==> config.mk <==
export PLATFORM = sky130hd
export DESIGN_NAME = fp32_div_iter_flat
export DESIGN_NICKNAME = d
export VERILOG_FILES = /design/src/rtl/fpu_pkg.sv /design/src/rtl/fp32_div_iter_if.sv /design/src/rtl/fp32_unpack.sv /design/src/rtl/fp32_div_iter.sv /design/src/flat_wrapper.sv
export SDC_FILE = /design/constraint.sdc
export NUM_CORES = 1
export LEC_CHECK = 0
export CAP_MARGIN = 15
export CORE_MARGIN = 2
export CORE_UTILIZATION = 30
export DETAILED_ROUTE_END_ITERATION = 8
export SETUP_SLACK_MARGIN = 0.15
export SLEW_MARGIN = 20
export SYNTH_ARGS = -nofsm -noshare
export SYNTH_HDL_FRONTEND = slang
export SYNTH_SLANG_ARGS = --single-unit
export TNS_END_PERCENT = 5
==> constraint.sdc <==
create_clock -name clk -period 5.38 [get_ports clk]
set_input_delay 0.538 -clock clk [delete_from_list [all_inputs] [get_ports clk]]
set_output_delay 0.538 -clock clk [all_outputs]
set_load 0.1 [all_outputs]
==> src/rtl/fpu_pkg.sv <==
// Shared FPU definitions: field widths, constants, flag indices,
// divider state encoding and operand-class encoding.
package fpu_pkg;

    localparam int unsigned EXP_W    = 8;
    localparam int unsigned FRAC_W   = 23;
    localparam int          EXP_BIAS = 127;
    localparam logic [31:0] QNAN     = 32'h7FC0_0000;

    localparam int unsigned FLG_INV = 3;
    localparam int unsigned FLG_DZ  = 2;
    localparam int unsigned FLG_OVF = 1;
    localparam int unsigned FLG_UNF = 0;

    localparam logic [2:0] ST_IDLE   = 3'd0;
    localparam logic [2:0] ST_UNPACK = 3'd1;
    localparam logic [2:0] ST_DIVIDE = 3'd2;
    localparam logic [2:0] ST_ROUND  = 3'd3;
    localparam logic [2:0] ST_DONE   = 3'd4;

    localparam logic [1:0] CLS_ZERO = 2'd0;
    localparam logic [1:0] CLS_NORM = 2'd1;
    localparam logic [1:0] CLS_INF  = 2'd2;
    localparam logic [1:0] CLS_NAN  = 2'd3;

endpackage

==> src/rtl/fp32_div_iter_if.sv <==
// Start/busy/done handshake and operand/result bus of the FP32 divider.
interface fp32_div_iter_if;

    logic        start;
    logic [31:0] in1;
    logic [31:0] in2;
    logic        busy;
    logic        done;
    logic [31:0] out;
    logic [3:0]  flags;

    modport master (output start, in1, in2, input busy, done, out, flags);
    modport slave  (input start, in1, in2, output busy, done, out, flags);

endinterface

==> src/rtl/fp32_unpack.sv <==
// Combinational FP32 field extraction and classification.
// Exponent zero (denormals included) is classified as ZERO.
module fp32_unpack
    import fpu_pkg::*;
(
    input  logic [31:0]       i_op,
    output logic              o_sign,
    output logic [EXP_W-1:0]  o_exp,
    output logic [FRAC_W:0]   o_sig,
    output logic [1:0]        o_cls
);

    // Split fields, attach hidden one and classify the operand.
    always_comb begin
        o_sign = i_op[31];
        o_exp  = i_op[30:23];
        o_sig  = {1'b1, i_op[22:0]};
        if (i_op[30:23] == '0)
            o_cls = CLS_ZERO;
        else if (i_op[30:23] == '1)
            o_cls = (i_op[22:0] == '0) ? CLS_INF : CLS_NAN;
        else
            o_cls = CLS_NORM;
    end

endmodule

==> src/rtl/fp32_div_iter.sv <==
// Iterative FP32 divider (out = in1 / in2), restoring recurrence,
// RADIX_BITS quotient bits per cycle, RNE rounding, flush-to-zero.
module fp32_div_iter
    import fpu_pkg::*;
#(
    parameter int unsigned RADIX_BITS = 1
)(
    input  logic            clk,
    input  logic            rst_n,
    fp32_div_iter_if.slave  bus
);

    localparam int unsigned ITER = 26 / RADIX_BITS;

    logic [2:0]        r_state;
    logic [31:0]       r_a, r_b;
    logic              r_sign;
    logic signed [9:0] r_exp;
    logic [23:0]       r_div;
    logic [24:0]       r_rem;
    logic [25:0]       r_q;
    logic [4:0]        r_cnt;
    logic [31:0]       r_out;
    logic [3:0]        r_flags;

    logic              w_sa, w_sb;
    logic [7:0]        w_ea, w_eb;
    logic [23:0]       w_ma, w_mb;
    logic [1:0]        w_ca, w_cb;
    logic              w_shift;
    logic signed [9:0] w_e0;
    logic [24:0]       w_rem0;
    logic              w_special;
    logic [31:0]       w_spec_out;
    logic [3:0]        w_spec_flags;
    logic [24:0]       w_rem_nx;
    logic [25:0]       w_q_nx;
    logic              w_inc;
    logic [24:0]       w_sig;
    logic signed [9:0] w_exp_r;
    logic [22:0]       w_frac;
    logic [31:0]       w_rnd_out;
    logic [3:0]        w_rnd_flags;

    fp32_unpack u_unpack_a (.i_op(r_a), .o_sign(w_sa), .o_exp(w_ea), .o_sig(w_ma), .o_cls(w_ca));
    fp32_unpack u_unpack_b (.i_op(r_b), .o_sign(w_sb), .o_exp(w_eb), .o_sig(w_mb), .o_cls(w_cb));

    // Exponent difference and pre-normalisation so the quotient lands in [1,2).
    always_comb begin
        w_shift = (w_ma < w_mb);
        w_e0    = $signed({2'b00, w_ea}) - $signed({2'b00, w_eb}) + 10'(EXP_BIAS)
                  - (w_shift ? 10'sd1 : 10'sd0);
        w_rem0  = w_shift ? {w_ma, 1'b0} : {1'b0, w_ma};
    end

    // Special-operand resolution; NaN and indeterminate forms take priority.
    always_comb begin
        w_special    = 1'b1;
        w_spec_out   = '0;
        w_spec_flags = '0;
        if (w_ca == CLS_NAN || w_cb == CLS_NAN ||
            (w_ca == CLS_ZERO && w_cb == CLS_ZERO) ||
            (w_ca == CLS_INF && w_cb == CLS_INF)) begin
            w_spec_out            = QNAN;
            w_spec_flags[FLG_INV] = 1'b1;
        end else if (w_cb == CLS_ZERO) begin
            w_spec_out           = {w_sa ^ w_sb, 8'hFF, 23'h0};
            w_spec_flags[FLG_DZ] = 1'b1;
        end else if (w_ca == CLS_INF) begin
            w_spec_out = {w_sa ^ w_sb, 8'hFF, 23'h0};
        end else if (w_ca == CLS_ZERO || w_cb == CLS_INF) begin
            w_spec_out = {w_sa ^ w_sb, 31'h0};
        end else begin
            w_special = 1'b0;
        end
    end

    // One cycle of the restoring recurrence, RADIX_BITS digits deep.
    always_comb begin
        w_rem_nx = r_rem;
        w_q_nx   = r_q;
        for (int unsigned i = 0; i < RADIX_BITS; i++) begin
            if (w_rem_nx >= {1'b0, r_div}) begin
                w_rem_nx = w_rem_nx - {1'b0, r_div};
                w_q_nx   = {w_q_nx[24:0], 1'b1};
            end else begin
                w_q_nx   = {w_q_nx[24:0], 1'b0};
            end
            w_rem_nx = {w_rem_nx[23:0], 1'b0};
        end
    end

    // RNE on guard/round/sticky, renormalise on carry-out, range-check exponent.
    always_comb begin
        w_inc       = r_q[1] & (r_q[0] | (r_rem != '0) | r_q[2]);
        w_sig       = {1'b0, r_q[25:2]} + {24'h0, w_inc};
        w_exp_r     = r_exp + (w_sig[24] ? 10'sd1 : 10'sd0);
        w_frac      = w_sig[24] ? w_sig[23:1] : w_sig[22:0];
        w_rnd_flags = '0;
        if (w_exp_r >= 10'sd255) begin
            w_rnd_out             = {r_sign, 8'hFF, 23'h0};
            w_rnd_flags[FLG_OVF]  = 1'b1;
        end else if (w_exp_r <= 10'sd0) begin
            w_rnd_out             = {r_sign, 31'h0};
            w_rnd_flags[FLG_UNF]  = 1'b1;
        end else begin
            w_rnd_out = {r_sign, w_exp_r[7:0], w_frac};
        end
    end

    // Control FSM and datapath registers; reset aborts any operation in flight.
    always_ff @(posedge clk or negedge rst_n) begin
        if (!rst_n) begin
            r_state <= ST_IDLE;
            r_a     <= '0;
            r_b     <= '0;
            r_sign  <= 1'b0;
            r_exp   <= '0;
            r_div   <= '0;
            r_rem   <= '0;
            r_q     <= '0;
            r_cnt   <= '0;
            r_out   <= '0;
            r_flags <= '0;
        end else begin
            case (r_state)
                ST_IDLE: begin
                    if (bus.start) begin
                        r_a     <= bus.in1;
                        r_b     <= bus.in2;
                        r_state <= ST_UNPACK;
                    end
                end
                ST_UNPACK: begin
                    r_sign <= w_sa ^ w_sb;
                    if (w_special) begin
                        r_out   <= w_spec_out;
                        r_flags <= w_spec_flags;
                        r_state <= ST_DONE;
                    end else begin
                        r_exp   <= w_e0;
                        r_div   <= w_mb;
                        r_rem   <= w_rem0;
                        r_q     <= '0;
                        r_cnt   <= 5'(ITER - 1);
                        r_state <= ST_DIVIDE;
                    end
                end
                ST_DIVIDE: begin
                    r_rem <= w_rem_nx;
                    r_q   <= w_q_nx;
                    if (r_cnt == '0)
                        r_state <= ST_ROUND;
                    else
                        r_cnt <= r_cnt - 5'd1;
                end
                ST_ROUND: begin
                    r_out   <= w_rnd_out;
                    r_flags <= w_rnd_flags;
                    r_state <= ST_DONE;
                end
                ST_DONE:  r_state <= ST_IDLE;
                default:  r_state <= ST_IDLE;
            endcase
        end
    end

    assign bus.busy  = (r_state != ST_IDLE);
    assign bus.done  = (r_state == ST_DONE);
    assign bus.out   = r_out;
    assign bus.flags = r_flags;

endmodule

==> src/flat_wrapper.sv <==
// flat-port wrapper written by rule: the top's interface ports become plain ports
module fp32_div_iter_flat import fpu_pkg::*;
#(
    parameter int unsigned RADIX_BITS = 1
)
  (clk, rst_n, bus_start, bus_in1, bus_in2, bus_busy, bus_done, bus_out, bus_flags);
  fp32_div_iter_if bus_i ();
  input  logic clk;
  input  logic rst_n;
  input wire logic [$bits(bus_i.start)-1:0] bus_start;
  input wire logic [$bits(bus_i.in1)-1:0] bus_in1;
  input wire logic [$bits(bus_i.in2)-1:0] bus_in2;
  output wire logic [$bits(bus_i.busy)-1:0] bus_busy;
  output wire logic [$bits(bus_i.done)-1:0] bus_done;
  output wire logic [$bits(bus_i.out)-1:0] bus_out;
  output wire logic [$bits(bus_i.flags)-1:0] bus_flags;
  assign bus_i.start = bus_start;
  assign bus_i.in1 = bus_in1;
  assign bus_i.in2 = bus_in2;
  assign bus_busy = bus_i.busy;
  assign bus_done = bus_i.done;
  assign bus_out = bus_i.out;
  assign bus_flags = bus_i.flags;
  fp32_div_iter #(.RADIX_BITS(RADIX_BITS)) u_core (.clk(clk), .rst_n(rst_n), .bus(bus_i));
endmodule
== Word-level counts from Yosys, hierarchy flattened ==
Index checks and enable logic that the tools add are counted.

* Bitwise operators: 5
* Reductions and logical operators: 24
* Equality and inequality tests: 15
* Shifts and indexed selects: 0
* Multiply operators: 0
* Magnitude comparators: 4
* Muxes and demuxes: 43
* Add/subtract/negate cells: 7
* Divide/modulo/power cells: 0

{| class="wikitable"
|+ Operator list
! kind !! number
|-
| 32-bit two-way mux || 5
|-
| 32-bit case mux with 2 select lines || 1
|-
| 31-bit two-way mux || 2
|-
| 26-bit case mux with 2 select lines || 1
|-
| 25-bit two-way mux || 2
|-
| 25-bit case mux with 2 select lines || 1
|-
| 23-bit logical NOT || 2
|-
| 26-bit two-way mux || 1
|-
| 24-bit by 1-bit adder with 25-bit output || 1
|-
| 25-bit by 24-bit >= comparator with 1-bit output || 1
|-
| 25-bit nonzero test || 1
|-
| 24-bit less-than comparator || 1
|-
| 24-bit two-way mux || 1
|-
| 24-bit subtractor || 1
|-
| 23-bit two-way mux || 1
|-
| 8-bit equality test, second input constant || 2
|-
| 8-bit logical NOT || 2
|-
| 1-bit two-way mux || 15
|-
| 3-bit case mux with 4 select lines || 1
|-
| 10-bit adder || 1
|-
| 10-bit by 8-bit adder with 10-bit output, second input constant || 1
|-
| 10-bit by 9-bit >= comparator with 1-bit output, second input constant || 1
|-
| 10-bit by 1-bit <= comparator with 1-bit output, second input constant || 1
|-
| 5-bit two-way mux || 2
|-
| other kinds (27) || 50
|}

* Register bits: 194
* Memories kept: 0
* Logic and storage cells: 109
* RAM bits: 0
* Bits in latches: 0
* Bits in read-only memories: 0
* Output and inout bits: 38

== Logic depth before layout (Yosys ltp) ==
* Word-level depth: 12
* Depth in mapped cells: 19
* Depth with buffers taken out: 17

== Modules after synthesis ==
Synthesis repeated with hierarchy kept, for this count alone.

* Cells, all modules: 1,298
* Area, all modules: 11,918.9 um2

{| class="wikitable"
|+ Modules (own cells, without submodules)
! module !! area an instance (um2) !! sequential area each (um2) !! cells an instance !! instances
|-
| fp32_div_iter || 11,223.3 || 4,854.7 || 1,202 || 1
|-
| fp32_unpack || 347.8 || 0.0 || 48 || 2
|}

== Worst setup path before layout ==
Ideal clock, no wire load.

* Path type: register -> register
* Start: reg u_core.r_q[2]
* End: reg u_core.r_out[12], in the netlist u_core.bus.out[12]
* Period minus slack after synthesis: 3.870 ns
* Cell stages (with the launch flop): 19
* Data required time: 5.257 ns
* Arrival: 3.747 ns
* Slack: 1.510 ns
* Cells stage by stage: dfrtp_1 -> and2_1 -> ha_1 -> nand2_1 -> or2_1 -> nor3_2 -> and3_1 -> and3_1 -> buf_2 -> ha_1 -> ha_1 -> and2_1 -> a21oi_1 -> o32ai_1 -> nand4_1 -> nor4_1 -> nor3_4 -> buf_4 -> a22o_1

* Cells in the longest elaborated chain, start to end: 9
* Elaborated cells on any way between the ends: 11

{| class="wikitable"
|+ RTL lines
! element !! line !! RTL
|-
| start: declaration || fp32_div_iter.sv:21 || <nowiki>logic [25:0] r_q;</nowiki>
|-
| start signal: assignment || fp32_div_iter.sv:151 || <nowiki>r_q <= w_q_nx;</nowiki>
|-
| 1-bit bitwise OR || fp32_div_iter.sv:95 || <nowiki>w_inc = r_q[1] & (r_q[0] | (r_rem != '0) | r_q[2]);</nowiki>
|-
| 1-bit AND || fp32_div_iter.sv:95 ||
|-
| 24-bit by 1-bit adder with 25-bit output * || fp32_div_iter.sv:96 || <nowiki>w_sig = {1'b0, r_q[25:2]} + {24'h0, w_inc};</nowiki>
|-
| 1-bit two-way mux || fp32_div_iter.sv:97 || <nowiki>w_exp_r = r_exp + (w_sig[24] ? 10'sd1 : 10'sd0);</nowiki>
|-
| 10-bit adder || fp32_div_iter.sv:97 ||
|-
| 10-bit by 1-bit <= comparator with 1-bit output || fp32_div_iter.sv:103 || <nowiki>end else if (w_exp_r <= 10'sd0) begin</nowiki>
|-
| 31-bit two-way mux || fp32_div_iter.sv:103 ||
|-
| 31-bit two-way mux * || fp32_div_iter.sv:100 || <nowiki>if (w_exp_r >= 10'sd255) begin</nowiki>
|-
| 32-bit case mux with 2 select lines * || fp32_div_iter.sv:126 || <nowiki>case (r_state)</nowiki>
|-
| end signal: assignment || fp32_div_iter.sv:137 || <nowiki>r_out <= w_spec_out;</nowiki>
|-
| end signal: assignment || fp32_div_iter.sv:158 || <nowiki>r_out <= w_rnd_out;</nowiki>
|-
| end: declaration || fp32_div_iter.sv:23 || <nowiki>logic [31:0] r_out;</nowiki>
|}

Every way passes the cells marked *; elsewhere a longest branch is shown, timed or not.
A chain may end at the register's enable or synchronous reset.

== Final worst setup path ==
* Start: reg u_core.r_q[2]
* End: reg u_core.r_out[15], in the netlist u_core.bus.out[15]

The elaborated chain is that of the path after synthesis.

==> flow_metrics.py <==
metrics = {
    "clocking": {
        "hold_buffers": 0,
        "cts_tree": "yes",
        "clk_path_buf_depth": 2,
        "cts_setup_buffers": 0,
        "cts.clk_slew.worst_paths_ns": 0.07,
        "root_buffer": "clkbuf_16",
        "clk_latency_ns": 0.45,
        "htreeDepth": 4,
        "numCtsBuffers": 17,
        "cts_resized": 0,
        "clock_sinks": 194,
    },
    "global_routing": {
        "grt_pass1_vias": 9248,
        "grt.total_usage": 0.154,
        "top_usage_layer": "met2",
        "grt_max_degree": 119,
        "grtUsageMet1": 0.221,
        "grtUsageMet3": 0.0249,
        "grt_util_met2": 0.239,
        "grt_pass1_wl_mm": 50.0,
        "gr-total-overflow": 0,
        "antenna_found_initial": 0,
    },
    "routing": {
        "drt_first_pass_iters": 5,
        "postRouteAntennaNets": 0,
        "via_per_inst": 5.09,
        "wirelength_mm": 30.7,
        "drc": 0,
        "vias": 9397,
        "wl_per_cell_um": 16.6,
        "initialDrtViolationCount": 546,
    },
    "timing": {
        "max_freq_mhz": 218,
        "slew_viol_final": 0,
        "setup_viol": 0,
        "max_slew_margin": 0.337,
        "hold_violations": 0,
        "period_needed_ns": 4.59,
        "tns_ns": 0,
        "skew_ns": 0.0121,
        "rsz0062_at_grt": "no",
        "fin_crit_sh": 0.853,
        "tightestPinTransition_ns": 0.991,
    },
    "logic_synthesis": {
        "synthCells": 1247,
        "synth_seq_cells": 194,
        "seq_area_frac_synth": 0.420,
        "synth_cell_types": 75,
        "synth_edf_count": 0,
        "ys_async_sr_fraction": 1.00,
        "yosysTopAreaCell": "dfrtp_1",
        "syn_avg_cell_area_um2": 9.28,
        "synthFlopType": "dfrtp_1",
        "synth_area_mm2": 0.0116,
        "synth_area_leaders": "dfrtp_1 (42%), ha_1 (7.4%), nand2_1 (6.4%)",
        "syn_nets": 1385,
        "synth_warnings": 0,
        "synth_top_area_frac": 0.420,
    },
    "setup_path": {
        "critical_path.cell_chain": "and2_1, ha_1, nand2_1, or2_1, nor3_2, and3_1, and3_1, ha_1, ha_1, and2_1, a21oi_1, o32ai_1, nand4_1, nor4_1, nor3_4, nand2b_1, o21ai_1",
        "worst_path_most_repeated_cell": "ha_1",
        "crit_family": "simple AND/OR/NAND/NOR gates",
        "worstSetupStartpointType": "flop",
        "slowest_stage": "nand2b_1",
        "critical_path_arrival_ns": 4.89,
        "end_kind": "flop",
        "critPathBufInv": 0,
        "crit_fanout": 12,
        "cpPeakStageDelay_ns": 0.52,
        "crit_type": "reg2reg",
        "worst-endpoint-required_ns": 5.69,
    },
    "place": {
        "placedCellCount": 1815,
        "post_dp_cell_area_mm2": 0.0131,
        "numPortBuffers": 104,
        "hpwl_mm": 22.7,
        "gp_congestion": 0.864,
    },
    "hold_path": {
        "hold_path.class": "in2async",
    },
    "final_layout": {
        "layout_commonest_cell": "nand2_1",
        "stdcell_count": 1847,
        "areaGrowthSynthToFinish_pct": 18.0,
        "antennaDiodeCount": 0,
        "fin_nets": 1461,
        "final_area_mm2": 0.0137,
        "layout-drive-gt1-share": 0.0853,
        "layout_common_cells": "nand2_1 (196), dfrtp_1 (194), o21ai_0 (111)",
        "utilization": 0.361,
    },
    "floorplan": {
        "initial_core_util": 0.306,
        "die_h_um": 200,
        "dieWidth_um": 200,
        "rows": 71,
        "core_area_mm2": 0.0378,
        "fp.dieArea_mm2": 0.0401,
        "ios": 105,
    },
    "run_status": {
        "status": "finished clean",
    },
    "flow_run": {
        "maxCapViolCount": 0,
    },
}
[metal layers]
layer  wire length, um  up-vias  share of wire
met3              1260       32          0.041
met5                 0        -              0
met2             13700      225           0.44
met4               643        0          0.021
li1                  -     4557              -
met1             15200     4583           0.49
[sequential cells by signal, indices dropped and copies added (netlist names)]
| signal | count |
|---|---|
| u_core.r_rem | 25 |
| u_core.r_a | 32 |
| u_core.r_exp | 10 |
| u_core.r_cnt | 5 |
| u_core.bus.flags | 4 |
| u_core.r_b | 32 |
| u_core.r_sign | 1 |
| u_core.r_div | 24 |
| u_core.r_q | 26 |
| u_core.bus.out | 32 |
| u_core.r_state | 3 |
[final timing paths]
check	start	to	slack, ns	cells after the start
max	u_core.r_q[2]$_DFFE_PN0P_	u_core.bus.out[15]$_DFFE_PN0P_	0.79	17
min	rst_n	u_core.r_q[9]$_DFFE_PN0P_	0.21	1
max reg2reg	u_core.r_q[2]$_DFFE_PN0P_	u_core.bus.out[15]$_DFFE_PN0P_	0.79	17
min reg2reg	u_core.r_div[23]$_DFFE_PN0P_	u_core.r_div[23]$_DFFE_PN0P_	0.46	2
max in group asynchronous	rst_n	u_core.r_rem[21]$_DFFE_PN0P_	3.97	2
min in group clk	u_core.r_div[23]$_DFFE_PN0P_	u_core.r_div[23]$_DFFE_PN0P_	0.46	2
[cells by family (layout without fill, tap and decap cells)]
logic type / count (synthesis) / in the layout / synth area share
AO/OA/AOI/OAI: 303 / 303 / 0.169
flip-flops: 194 / 194 / 0.420
multiplexers: 76 / 76 / 0.0700
adder cells (fa/ha/maj): 71 / 71 / 0.0788
XOR/XNOR: 57 / 57 / 0.0432
AND/OR/NAND/NOR: 407 / 407 / 0.169
buffers and inverters: 139 / 228 / 0.0508
[per-stage QoR]
step | hold slack (ns) | setup WS, ns
final | 0.209 | 0.793
after detailed placement | 0.445 | 0.755
after floorplan | 0.242 | 1.51
after global placement | 0.432 | 0.836
after CTS | 0.269 | 0.733
after global routing | 0.302 | 0.315
[Yosys cell counts, types with 7 or more instances]
library cell  instances
and2_1                9
a21oi_1              55
ha_1                 68
mux2_2               39
inv_1                81
nand2b_1              7
a221oi_1             12
nor4_1               22
dfrtp_1             194
nand2_1             196
xor2_1               24
nand4_1              17
o21a_1               10
and3_1               11
o21ai_0             111
o211ai_1              8
nor2_1               45
o21ai_2              10
a31oi_1               9
xnor2_1              33
a22o_1               11
mux2i_1              37
nor3_1               29
buf_1                 8
clkbuf_1             34
nand3_1              32
a21o_1               22
[cell type report]
cell class	instances	area (um^2)
fillers	3935	24200
multi-input cells	914	6160
flip-flops and latches	194	4850
repair buffers	114	1140
well taps	511	639
clock buffers	19	443
inverters	82	308
clock inverters	13	104
[worst reg2reg max path, stage by stage (launching register included)]
cell and delay (ns):
dfrtp_1 0.41, and2_1 0.17, ha_1 0.20, nand2_1 0.08, or2_1 0.25, nor3_2 0.30
and3_1 0.25, and3_1 0.21, ha_1 0.27, ha_1 0.28, and2_1 0.21, a21oi_1 0.09
o32ai_1 0.21, nand4_1 0.20, nor4_1 0.47, nor3_4 0.16, nand2b_1 0.52, o21ai_1 0.14
Power is not shown: default switching activity piles up to over one toggle a cycle in this logic, so the estimate is an artifact.
==> variant: new RTL, same settings <==
Make the reset (`rst_n`) synchronous in one clocked block.
--- a/src/rtl/fp32_div_iter.sv
+++ b/src/rtl/fp32_div_iter.sv
@@ -110,5 +110,5 @@
 
     // Control FSM and datapath registers; reset aborts any operation in flight.
-    always_ff @(posedge clk or negedge rst_n) begin
+    always_ff @(posedge clk) begin
         if (!rst_n) begin
             r_state <= ST_IDLE;
Check against the original RTL: differs if rst_n is asserted again (counterexample within 4 cycles, from zero or initial values and one cycle with rst_n low); with rst_n held inactive, the same outputs for 4 cycles.
==> variant against the original RTL <==
Final area decreased by 4.6%; sequential cell count unchanged; first-iteration DRC count increased by 32%; worst setup slack got worse by 0.048 ns; die area decreased by 4.7%; synthesized area decreased by 4.8%; wire length increased by 0.16%; cell count increased by 6.3%; synthesized cell count increased by 14%; critical endpoint is now u_core.bus.out[1].
==> variant: results (changes against the original RTL) <==
- Hold Slack: 0.453 ns (+0.244 ns)
- DR WL/cell: 15.7 µm (-5.8%)
- 1st-iter DRT viols: 720 (+32%)
- Internal: 3620 µW
- Crit-path leading delay family: simple AND/OR/NAND/NOR gates
- Pre-Repair DR Iteration Count: 5 (unchanged)
- Outcome: finished clean
- Tot GR Track Use: 16.1% (+0.70 points)
- GR met2 Demand/Resource: 26.1% (+2.2 points)
- Placed insts: 1932 (+6.4%)
- Routed WL: 30.8 mm (+0.16%)
- Placement Setup Slack: 0.618 ns (-0.137 ns)
- Initial antenna violation count: 0 (unchanged)
- Net count after synthesis: 1559 (+13%)
- Met1 wire length: 14.9 mm (-1.9%)
- Commonest cells in the synthesized netlist: nand2_1 (315), dfxtp_1 (194), a21oi_1 (143), inv_1 (87), ha_1 (68)
- Count of cell types in the netlist: 71 (-5.3%)
- Final worst setup slack: 0.745 ns (-0.0479 ns)
- N_diodes: 0 (unchanged)
- Global-route wire length before repair: 50.1 mm (+0.35%)
- Synth Area in XOR/XNOR: 4.61% (+0.30 points)
- Slew headroom: 29.8% (-3.9 points)
- Total number of vias: 10100 (+7.4%)
- Slowest stage delay, CP: 0.55 ns (+0.03 ns)
- Met1 GRT Util: 22.3% (+0.21 points)
- Ranking of synthesized cells by area: dfxtp_1 (35%), nand2_1 (11%), ha_1 (7.7%)
- Hold Path Class: reg2reg
- Fill count: 3734 (-5.1%)
- Logic pwr share: 51.7%
- Synth Area in Compound Gates: 20.6% (+3.7 points)
- Critical path's slowest cell: nor3b_2
- TritonCTS Buffers: 17 (unchanged)
- Met3 Track Usage GR: 2.61% (+0.12 points)
- Vias in the first global route: 9605 (+3.9%)
- Syn Inst Count: 1421 (+14%)
- Largest net degree at the start of global routing: 99 (-17%)
- Final net count: 1621 (+11%)
- Fraction of registers with async set/reset: 0% (-100 points)
- Synthesized-area fraction occupied by adder cells: 8.27% (+0.40 points)
- Crit-path max FO: 11 (-1)
- Metal3 WL: 1.51 mm (+20%)
- Final Wtd Congestion: 0.869 (+0.64%)
- Final HPWL DP: 22.3 mm (-1.5%)
- Port bufs: 104 (unchanged)
- Met2 wire length: 14.0 mm (+2.1%)
- Ys flop type: dfxtp_1
- Area after DPL: 0.0124 mm² (-5.2%)
- Clock skew: 0.0144 ns (+0.00225 ns)
- Clock Latency Late Sink: 0.45 ns (about the same)
- Post-synthesis sequential area ratio: 35.3% (-6.7 points)
- Layout cell share with drive strength beyond 1: 5.21% (-3.3 points)
- Post-synthesis mux area share: 3.26% (-3.7 points)
- Worst EP arrival: 5.00 ns (+0.11 ns)
-- variant: layout make-up --
class                   instances  area, µm²  area share [%]
clock buffers                  18        439            3.37
clock inverters                14        161            1.24
inverters                      88        330            2.54
multi-input cells            1067       6500            49.9
flip-flops and latches        194       3880            29.8
well taps                     468        586            4.50
repair buffers                115       1120            8.59
-- variant: worst min-delay path, stage by stage, from the launching register on --
cell     delay [ns]
dfxtp_1        0.33
nand2_1        0.04
o21ai_0        0.05
-- variant: path summary, 6_finish.rpt --
path | startpoint | to | depth (start not counted)
setup / recovery | u_core.r_q[2] | u_core.bus.out[1] | 16
hold / removal | u_core.bus.out[13] | u_core.bus.out[13] | 2
setup reg to reg | u_core.r_q[2] | u_core.bus.out[1] | 16
hold reg to reg | u_core.bus.out[13] | u_core.bus.out[13] | 2
-- variant: what timing repair did --
action / CTS / global route
setup buffers: 0 / 0
gates resized for setup: 0 / 1
endpoints found under the setup margin: 0 / 11
endpoints found under the hold margin: 0 / 0
